## src/rtl/noc_pkg.sv

```systemverilog
// Shared definitions for the mesh router: route codes, flit field positions and flit width.
// The route codes are the crossbar output-port numbers used by every input stage.
package noc_pkg;

    localparam int DATA_W = 8;

    localparam int DST_X_MSB = 3;
    localparam int DST_X_LSB = 2;
    localparam int DST_Y_MSB = 1;
    localparam int DST_Y_LSB = 0;

    typedef enum logic [2:0] {
        ROUTE_L = 3'd0,
        ROUTE_N = 3'd1,
        ROUTE_E = 3'd2,
        ROUTE_S = 3'd3,
        ROUTE_W = 3'd4
    } route_e;

endpackage

```

## src/rtl/noc_xy_route.sv

```systemverilog
// Dimension-ordered (X then Y) route selection for one flit at this router's coordinates.
// Purely combinational so every input port can share the same decision logic.
module noc_xy_route
    import noc_pkg::*;
#(
    parameter int FLIT_W = noc_pkg::DATA_W,
    parameter int ADDR_W = 2
) (
    input  logic [FLIT_W-1:0] flit,
    input  logic [ADDR_W-1:0] X_address,
    input  logic [ADDR_W-1:0] Y_address,
    output logic [2:0]        r
);

    logic [ADDR_W-1:0] dst_x;
    logic [ADDR_W-1:0] dst_y;
    logic              unused_payload;

    // Payload bits do not affect routing.
    assign unused_payload = ^flit[FLIT_W-1:DST_X_MSB+1];

    always_comb begin
        dst_x = flit[DST_X_LSB +: ADDR_W];
        dst_y = flit[DST_Y_LSB +: ADDR_W];
        r     = ROUTE_L;
        if (dst_x > X_address) begin
            r = ROUTE_E;
        end else if (dst_x < X_address) begin
            r = ROUTE_W;
        end else if (dst_y > Y_address) begin
            r = ROUTE_S;
        end else if (dst_y < Y_address) begin
            r = ROUTE_N;
        end
    end

endmodule

```

## src/rtl/noc_input_buffer.sv

```systemverilog
// Per-port router input stage: FWFT flit FIFO, head-flit XY route, credit return and sticky overflow.
// Handshake: a flit enters when val_in is high and (!full or the head pops that cycle); the head pops when grant && val_out; each pop returns one credit on ret_in the following cycle.
module noc_input_buffer
    import noc_pkg::*;
#(
    parameter int DATA_W = noc_pkg::DATA_W,
    parameter int DEPTH  = 4,
    parameter int ADDR_W = 2
) (
    input  logic                       clk,
    input  logic                       rst,
    input  logic [ADDR_W-1:0]          X_address,
    input  logic [ADDR_W-1:0]          Y_address,
    input  logic [DATA_W-1:0]          Data_in,
    input  logic                       val_in,
    output logic                       ret_in,
    input  logic                       grant,
    output logic [DATA_W-1:0]          Data_out,
    output logic                       val_out,
    output logic [2:0]                 r_out,
    output logic                       full,
    output logic [$clog2(DEPTH):0]     count,
    output logic                       overflow
);

    localparam int PTR_W = $clog2(DEPTH);
    localparam int CNT_W = PTR_W + 1;

    logic [DATA_W-1:0] mem_q [DEPTH];
    logic [PTR_W-1:0]  wr_ptr_q, wr_ptr_d;
    logic [PTR_W-1:0]  rd_ptr_q, rd_ptr_d;
    logic [CNT_W-1:0]  count_q, count_d;
    logic              ret_q, ret_d;
    logic              ovf_q, ovf_d;

    logic              empty;
    logic              is_full;
    logic              pop;
    logic              wr_en;
    logic [DATA_W-1:0] head;
    logic [2:0]        head_route;

    // Count, not pointer equality, separates full from empty.
    always_comb begin
        empty    = (count_q == '0);
        is_full  = (count_q == CNT_W'(DEPTH));
        pop      = grant && !empty;
        wr_en    = val_in && (!is_full || pop);
        wr_ptr_d = wr_en ? wr_ptr_q + PTR_W'(1) : wr_ptr_q;
        rd_ptr_d = pop ? rd_ptr_q + PTR_W'(1) : rd_ptr_q;
        count_d  = count_q;
        if (wr_en && !pop) begin
            count_d = count_q + CNT_W'(1);
        end else if (pop && !wr_en) begin
            count_d = count_q - CNT_W'(1);
        end
        ret_d    = pop;
        ovf_d    = ovf_q || (val_in && is_full && !pop);
    end

    always_ff @(posedge clk or posedge rst) begin
        if (rst) begin
            wr_ptr_q <= '0;
            rd_ptr_q <= '0;
            count_q  <= '0;
            ret_q    <= 1'b0;
            ovf_q    <= 1'b0;
        end else begin
            wr_ptr_q <= wr_ptr_d;
            rd_ptr_q <= rd_ptr_d;
            count_q  <= count_d;
            ret_q    <= ret_d;
            ovf_q    <= ovf_d;
        end
    end

    // Storage is deliberately left unreset; count gates every read.
    always_ff @(posedge clk) begin
        if (wr_en) begin
            mem_q[wr_ptr_q] <= Data_in;
        end
    end

    assign head = mem_q[rd_ptr_q];

    noc_xy_route #(
        .FLIT_W (DATA_W),
        .ADDR_W (ADDR_W)
    ) u_route (
        .flit      (head),
        .X_address (X_address),
        .Y_address (Y_address),
        .r         (head_route)
    );

    assign Data_out = empty ? '0 : head;
    assign r_out    = empty ? 3'(ROUTE_L) : head_route;
    assign val_out  = !empty;
    assign full     = is_full;
    assign count    = count_q;
    assign ret_in   = ret_q;
    assign overflow = ovf_q;

endmodule

```

## config.mk

```make
export PLATFORM = sky130hd
export DESIGN_NAME = noc_input_buffer
export DESIGN_NICKNAME = d
export VERILOG_FILES = /design/src/rtl/noc_pkg.sv /design/src/rtl/noc_xy_route.sv /design/src/rtl/noc_input_buffer.sv
export SDC_FILE = /design/constraint.sdc
export NUM_CORES = 1
export LEC_CHECK = 0
export CORE_MARGIN = 5
export CORE_UTILIZATION = 34
export DETAILED_ROUTE_END_ITERATION = 8
export DONT_BUFFER_PORTS = 1
export PLACE_DENSITY_LB_ADDON = 0.08
export SYNTH_ARGS = -nofsm -noshare
export SYNTH_HDL_FRONTEND = slang
export SYNTH_HIERARCHICAL = 1
export SYNTH_SLANG_ARGS = --single-unit
```

## constraint.sdc

```tcl
create_clock -name clk -period 2.3 [get_ports clk]
set_input_delay 0.345 -clock clk [delete_from_list [all_inputs] [get_ports clk]]
set_output_delay 0.345 -clock clk [all_outputs]
set_load 0.01 [all_outputs]
```

; ---- Word level (Yosys, flattened, before mapping)
; Memories as Yosys holds them, arrays and structs flattened.
; Index checks and enable logic that the tools add are counted.
[op_classes]
addsub = 4
n_eq_ne = 1
n_lt_le_gt_ge = 4
muxes = 10
n_reduce_logical = 14
[ops]
columns = op, count
row1 = $mux 3, 6
row2 = $mux 8, 1
row3 = $logic_and 1x1->1, 6
row4 = $add 2x1->2 const B, 2
row5 = $gt 2x2->1, 2
row6 = $logic_not 1->1, 4
row7 = $lt 2x2->1, 2
row8 = $add 3x1->3 const B, 1
row9 = $eq 3x3->1 const B, 1
row10 = $logic_not 3->1, 1
row11 = $mux 1, 3
row12 = $sub 3x1->3 const B, 1
row13 = $logic_or 1x1->1, 2
row14 = $reduce_bool 2->1, 1
[word_totals]
in_bits = 16
regBits = 9
ramBits = 32
wordCells = 39
out_inout_bits = 18
mem_count = 1
[memory_table]
columns = memory, words, word_bits, rd, rd_clocked_by_memory_dff, write_ports, line
row1 = mem_q, 4, 8, 1, 0, 1, noc_input_buffer.sv:29  ; logic [DATA_W-1:0] mem_q [DEPTH];

; ---- Logic depth before layout (Yosys ltp)
[logic_depth]
ltp_word = 9
ltp_mapped = 9
mapped_depth_nobuf = 9

; ---- By module
; The synthesis kept the hierarchy.
[by_module_without_submodules]
columns = module, cells_each, instances, area_each_um2, seq_area_each_um2
row1 = noc_input_buffer, 95, 1, 1712.9, 1186.1
row2 = noc_xy_route, 18, 1, 116.4, 0.0

; ---- Worst setup path before layout
; Ideal clock, no wire load.
[synth_timing]
path_type = reg-to-output
startpoint = register rd_ptr_q[0]
endpoint = output r_out[1]
t_required_ns = 1.955
path_buffers = 1
slack_ns = 0.083
arrival_ns = 1.872
stages_incl_launch_ff = 8
path_cell_list = dfrtp_1 -> buf_2 -> mux4_2 -> ha_1 -> nor2b_1 -> o21ai_1 -> a31oi_1 -> and2_1
[synth_between]
elab_chain_cells = 6
elab_cells_between_ends = 8
cone_classes = order compare (3) / mux (4) / memory (1)
[synth_lines]
columns = item, line
row1 = from (decl), noc_input_buffer.sv:31  ; logic [PTR_W-1:0] rd_ptr_q, rd_ptr_d;
row2 = from (signal assigned), noc_input_buffer.sv:70  ; rd_ptr_q <= rd_ptr_d;
row3 = $mem_v2 4x8, --
row4 = via head[1], noc_input_buffer.sv:40  ; logic [DATA_W-1:0] head;
row5 = $gt 2x2->1, noc_xy_route.sv:30  ; end else if (dst_y > Y_address) begin
row6 = $mux 3, noc_xy_route.sv:30
row7 = $mux 3, noc_xy_route.sv:28  ; end else if (dst_x < X_address) begin
row8 = $mux 3, noc_xy_route.sv:26  ; if (dst_x > X_address) begin
row9 = via head_route[1], noc_input_buffer.sv:41  ; logic [2:0] head_route;
row10 = $mux 3, noc_input_buffer.sv:97  ; assign r_out = empty ? 3'(ROUTE_L) : head_route;
row11 = to (decl), noc_input_buffer.sv:20  ; output logic [2:0] r_out,
; The timed path passes the listed nets, and every way through them passes these cells.

; ---- Worst setup path after layout
[layout_timing]
startpoint = register rd_ptr_q[0]
endpoint = output r_out[0]
[layout_between]
elab_cells_between_ends = 10
cone_classes = order compare (4) / mux (5) / memory (1)
[layout_rtl]
columns = item, line
row1 = $mem_v2 4x8 (*), --
row2 = via head[3], noc_input_buffer.sv:40
row3 = $lt 2x2->1, noc_xy_route.sv:28
row4 = $mux 3, noc_xy_route.sv:28
row5 = $mux 3 (*), noc_xy_route.sv:26
row6 = via head_route[0], noc_input_buffer.sv:41
row7 = $mux 3 (*), noc_input_buffer.sv:97
; The timed path passes the listed nets; every way through them passes the cells marked *.

==> results.md <==
STA
• **final critical delay including setup and external delays** 2.40 ns
• **Final Skew** 0.00448 ns
• **ratio of final minimum period to clock period** 104%
• **count of final setup violators** 2
• **unrepaired setup endpoints after global routing** true
• **fmax** 416 MHz
• **number of max-slew violations in the final report** 0
• **Slew headroom** 68.4%
• **number of endpoints with negative hold slack in the final report** 0
• **actual transition at the worst max-transition pin** 0.475 ns
• **Final Worst Setup Slack** -0.102 ns
• **Setup Total Neg Slack** -0.185 ns

Die
• **io pins** 34
• **die boundary height** 83.4 um
• **Die Width** 83.4 um
• **effective utilization at floorplan** 35.4%
• **area of the core** 0.00517 mm2
• **die area** 0.00695 mm2
• **number of placement rows** 26

Power and ir drop
• **peak supply drop** 0.000502 V
• **leakage power of the design** 0.000801 uW
• **power density over the cells** 1330 mW/mm2

Final layout
• **Layout fillers** 482
• **post-layout util** 41.6%
• **area growth from synthesis to layout** 17.6%
• **area used by multi-input combinational logic** 657 um2
• **fraction of layout cells with a size suffix above 1** 31.8%
• **number of diodes** 0
• **final std cell area, no fill** 0.00215 mm2
• **register area** 0.00119 mm2
• **post-layout net count** 154

Logic synthesis
• **dominant cell type by area after synthesis** edfxtp_1
• **leading register cell type out of synthesis** edfxtp_1
• **area share of the leading cell type in the synthesized netlist** 52.5%
• **synth cell count leaders** 32 x edfxtp_1, 16 x and2_1, 12 x inv_1, 9 x dfrtp_1, 9 x ha_1
• **most common cell in the synthesized netlist** edfxtp_1
• **number of enable flip-flop cells after synthesis** 32
• **per-instance average area after synthesis** 16.2 um2
• **cell types with the largest area share after synthesis** edfxtp_1 53%, dfrtp_1 12%, mux4_2 9.8%
• **Cells after Synth** 113
• **fraction of synthesis flops using an asynchronous set or reset pin** 22.0%
• **net count after synthesis** 139
• **Yosys Warn Count** 6
• **number of different library cells in the post-synthesis netlist** 26
• **post-synthesis cell area** 0.00183 mm2
• **number of synthesized register bits** 41
• **fraction of the yosys area taken by sequential cells** 64.8%

Place
• **input/output buffers** 0
• **instance area after placement** 0.00196 mm2
• **Worst Setup Slack post-DPL** 0.124 ns
• **Final GP Congestion** 0.672
• **placed wire-length estimate after detailed placement** 2450 um

Min path
• **worst hold path startpoint** Data_in[0]
• **number of cells on the worst hold path** 0
• **min-delay worst type** in2reg
• **end point of the worst hold path** mem_q[2][0]

Clock tree
• **clock network latency to the later pin of the worst-skew pair** 0.29 ns
• **Clock transition at path regs** 0.08 ns
• **clock sink count** 41
• **number of buffers created by CTS** 5
• **TritonCTS clock tree** done
• **number of buffers between clock root and the deepest sink** 2
• **master cell of the clock root buffer** clkbuf_8
• **H-tree depth reported by CTS** 2

Drt
• **router iterations before antenna repair** 3
• **wire length per cell after detailed routing** 17.1 um
• **post-route DRC violation count** 0
• **via-per-instance ratio** 4.63
• **final wirelength** 3400 um
• **overall via count from detail_route** 922
• **remaining antenna violation count** 0
• **number of DRC markers after the initial detailed-route iteration** 9

Global route
• **met1 Use GR** 11.0%
• **antenna violations before repair** 0
• **via count of the first global-routing pass** 1,018
• **sum of overflow across all layers after global routing** 0
• **total global-route track usage** 10.3%
• **met3 track utilization from global routing** 4.75%
• **maximum number of pins on one net before global-route repair** 14
• **grt met2 use** 17.8%
• **global-route wire length before repair** 5330 um
• **GR peak layer** met2

Setup path
• **critical path arrival** 2.06 ns
• **top fanout value on the critical path** 3
• **Critical Setup Path Class** reg2out
• **kind of start point of the critical path** flop
• **Slowest cell on crit path** mux4_2
• **Worst Reg-to-Reg Cells** 9
• **crit-path leading delay family** multiplexers
• **reg-to-reg startpoint** count[2]
• **required arrival time at the worst endpoint** 1.96 ns
• **capturing point of the worst reg2reg path** count[2]
• **FF-to-FF setup slack** 0.13 ns
• **category of the worst setup path capture point** primary output
• **buffering stage count on the worst path with inverters included** 1
• **cells along the critical path** buf_6 > mux4_2 > ha_4 > nand2_1 > nor3_2 > and2_4
• **Max stage delay on crit path** 0.53 ns

Status
• **failing checks** negative setup slack
• **run status** finished with violations

Job
• **max-cap check violation count** 0

## cell families (layout without fill, tap and decap cells)
kind of cell               Yosys count  count (layout)  synth area share (%)
muxes                               10              10                  11.3
buffers and inverters               15              31                  3.15
AOI/OAI and AO/OA                    6               6                  2.60
DFF                                 41              41                  64.8
adders and majority gates           10              10                  7.25
xor gates and xnor gates             6               6                  2.87
and+or+nand+nor                     25              25                  8.00
## layer usage
metal / vias to the layer above / part of all wire, %
met2: 19 / 53
met3: 6 / 5.7
met4: 0 / 1.6
met5: - / 0
li1: 432 / -
met1: 465 / 39
## cell type report
cell class              count  share of cell area, %
multi-input cells          57                   30.5
flip-flops and latches     41                   55.2
repair buffers             11                   4.30
clock inverters             2                  0.465
well taps                  70                   4.07
clock buffers               6                   3.37
inverters                  12                   2.09
## placed cells by master (no fill, tap or decap), drive strengths merged
| master | n |
|---|---|
| xor2 | 2 |
| o21ai | 1 |
| fa | 1 |
| edfxtp | 32 |
| o21a | 1 |
| a21oi | 2 |
| nor3 | 1 |
| or3b | 1 |
| a21o | 1 |
| nor2b | 1 |
| clkbuf | 6 |
| clkinv | 2 |
| ha | 9 |
| nand2 | 2 |
| nor2 | 2 |
| dfrtp | 9 |
| mux2 | 2 |
| and2 | 16 |
| buf | 10 |
| or3 | 1 |
| a31oi | 1 |
| mux4 | 8 |
| dlygate4sd3 | 1 |
| xnor2 | 4 |
| inv | 12 |
| nand3 | 1 |
## worst max path at each step
stage | start | end | depth (start not counted)
after floorplan | rd_ptr_q[0] | r_out[1] | 7
after global placement | count[2] | count[2] | 9
after detailed placement | rd_ptr_q[0] | r_out[1] | 8
after CTS | rd_ptr_q[0] | r_out[0] | 6
after global routing | rd_ptr_q[0] | r_out[1] | 8
final | rd_ptr_q[0] | r_out[0] | 6
## power by group
part           internal (uW)  total (uW)  switching (uW)  leakage (uW)
combinational            670        1310             643      0.000360
clock                    210         446             235     0.0000450
sequential              1010        1110             105      0.000396
total                   1890        2870             983      0.000801
## state kept, by name (all words and copies together), names as in the netlist
signal	count
overflow	1
mem_q	32
ret_in	1
count	3
wr_ptr_q	2
rd_ptr_q	2
## stage by stage
step / hold slack, ns / power [uW] / instances
after global placement: 0.221 / 2220 / 188
after floorplan: 0.173 / 1940 / 113
after detailed placement: 0.220 / 2260 / 188
after CTS: 0.135 / 2790 / 198
after global routing: 0.122 / 3080 / 199
final: 0.149 / 2870 / 199
## repair_timing
item,in CTS,in global routing
hold endpoints to repair,9,0
setup buffers,1,1
endpoints found under the setup margin,3,3
resized for setup,6,10
hold buffers,1,0
pin swaps,4,5
Power figures use the tool's default switching activity.
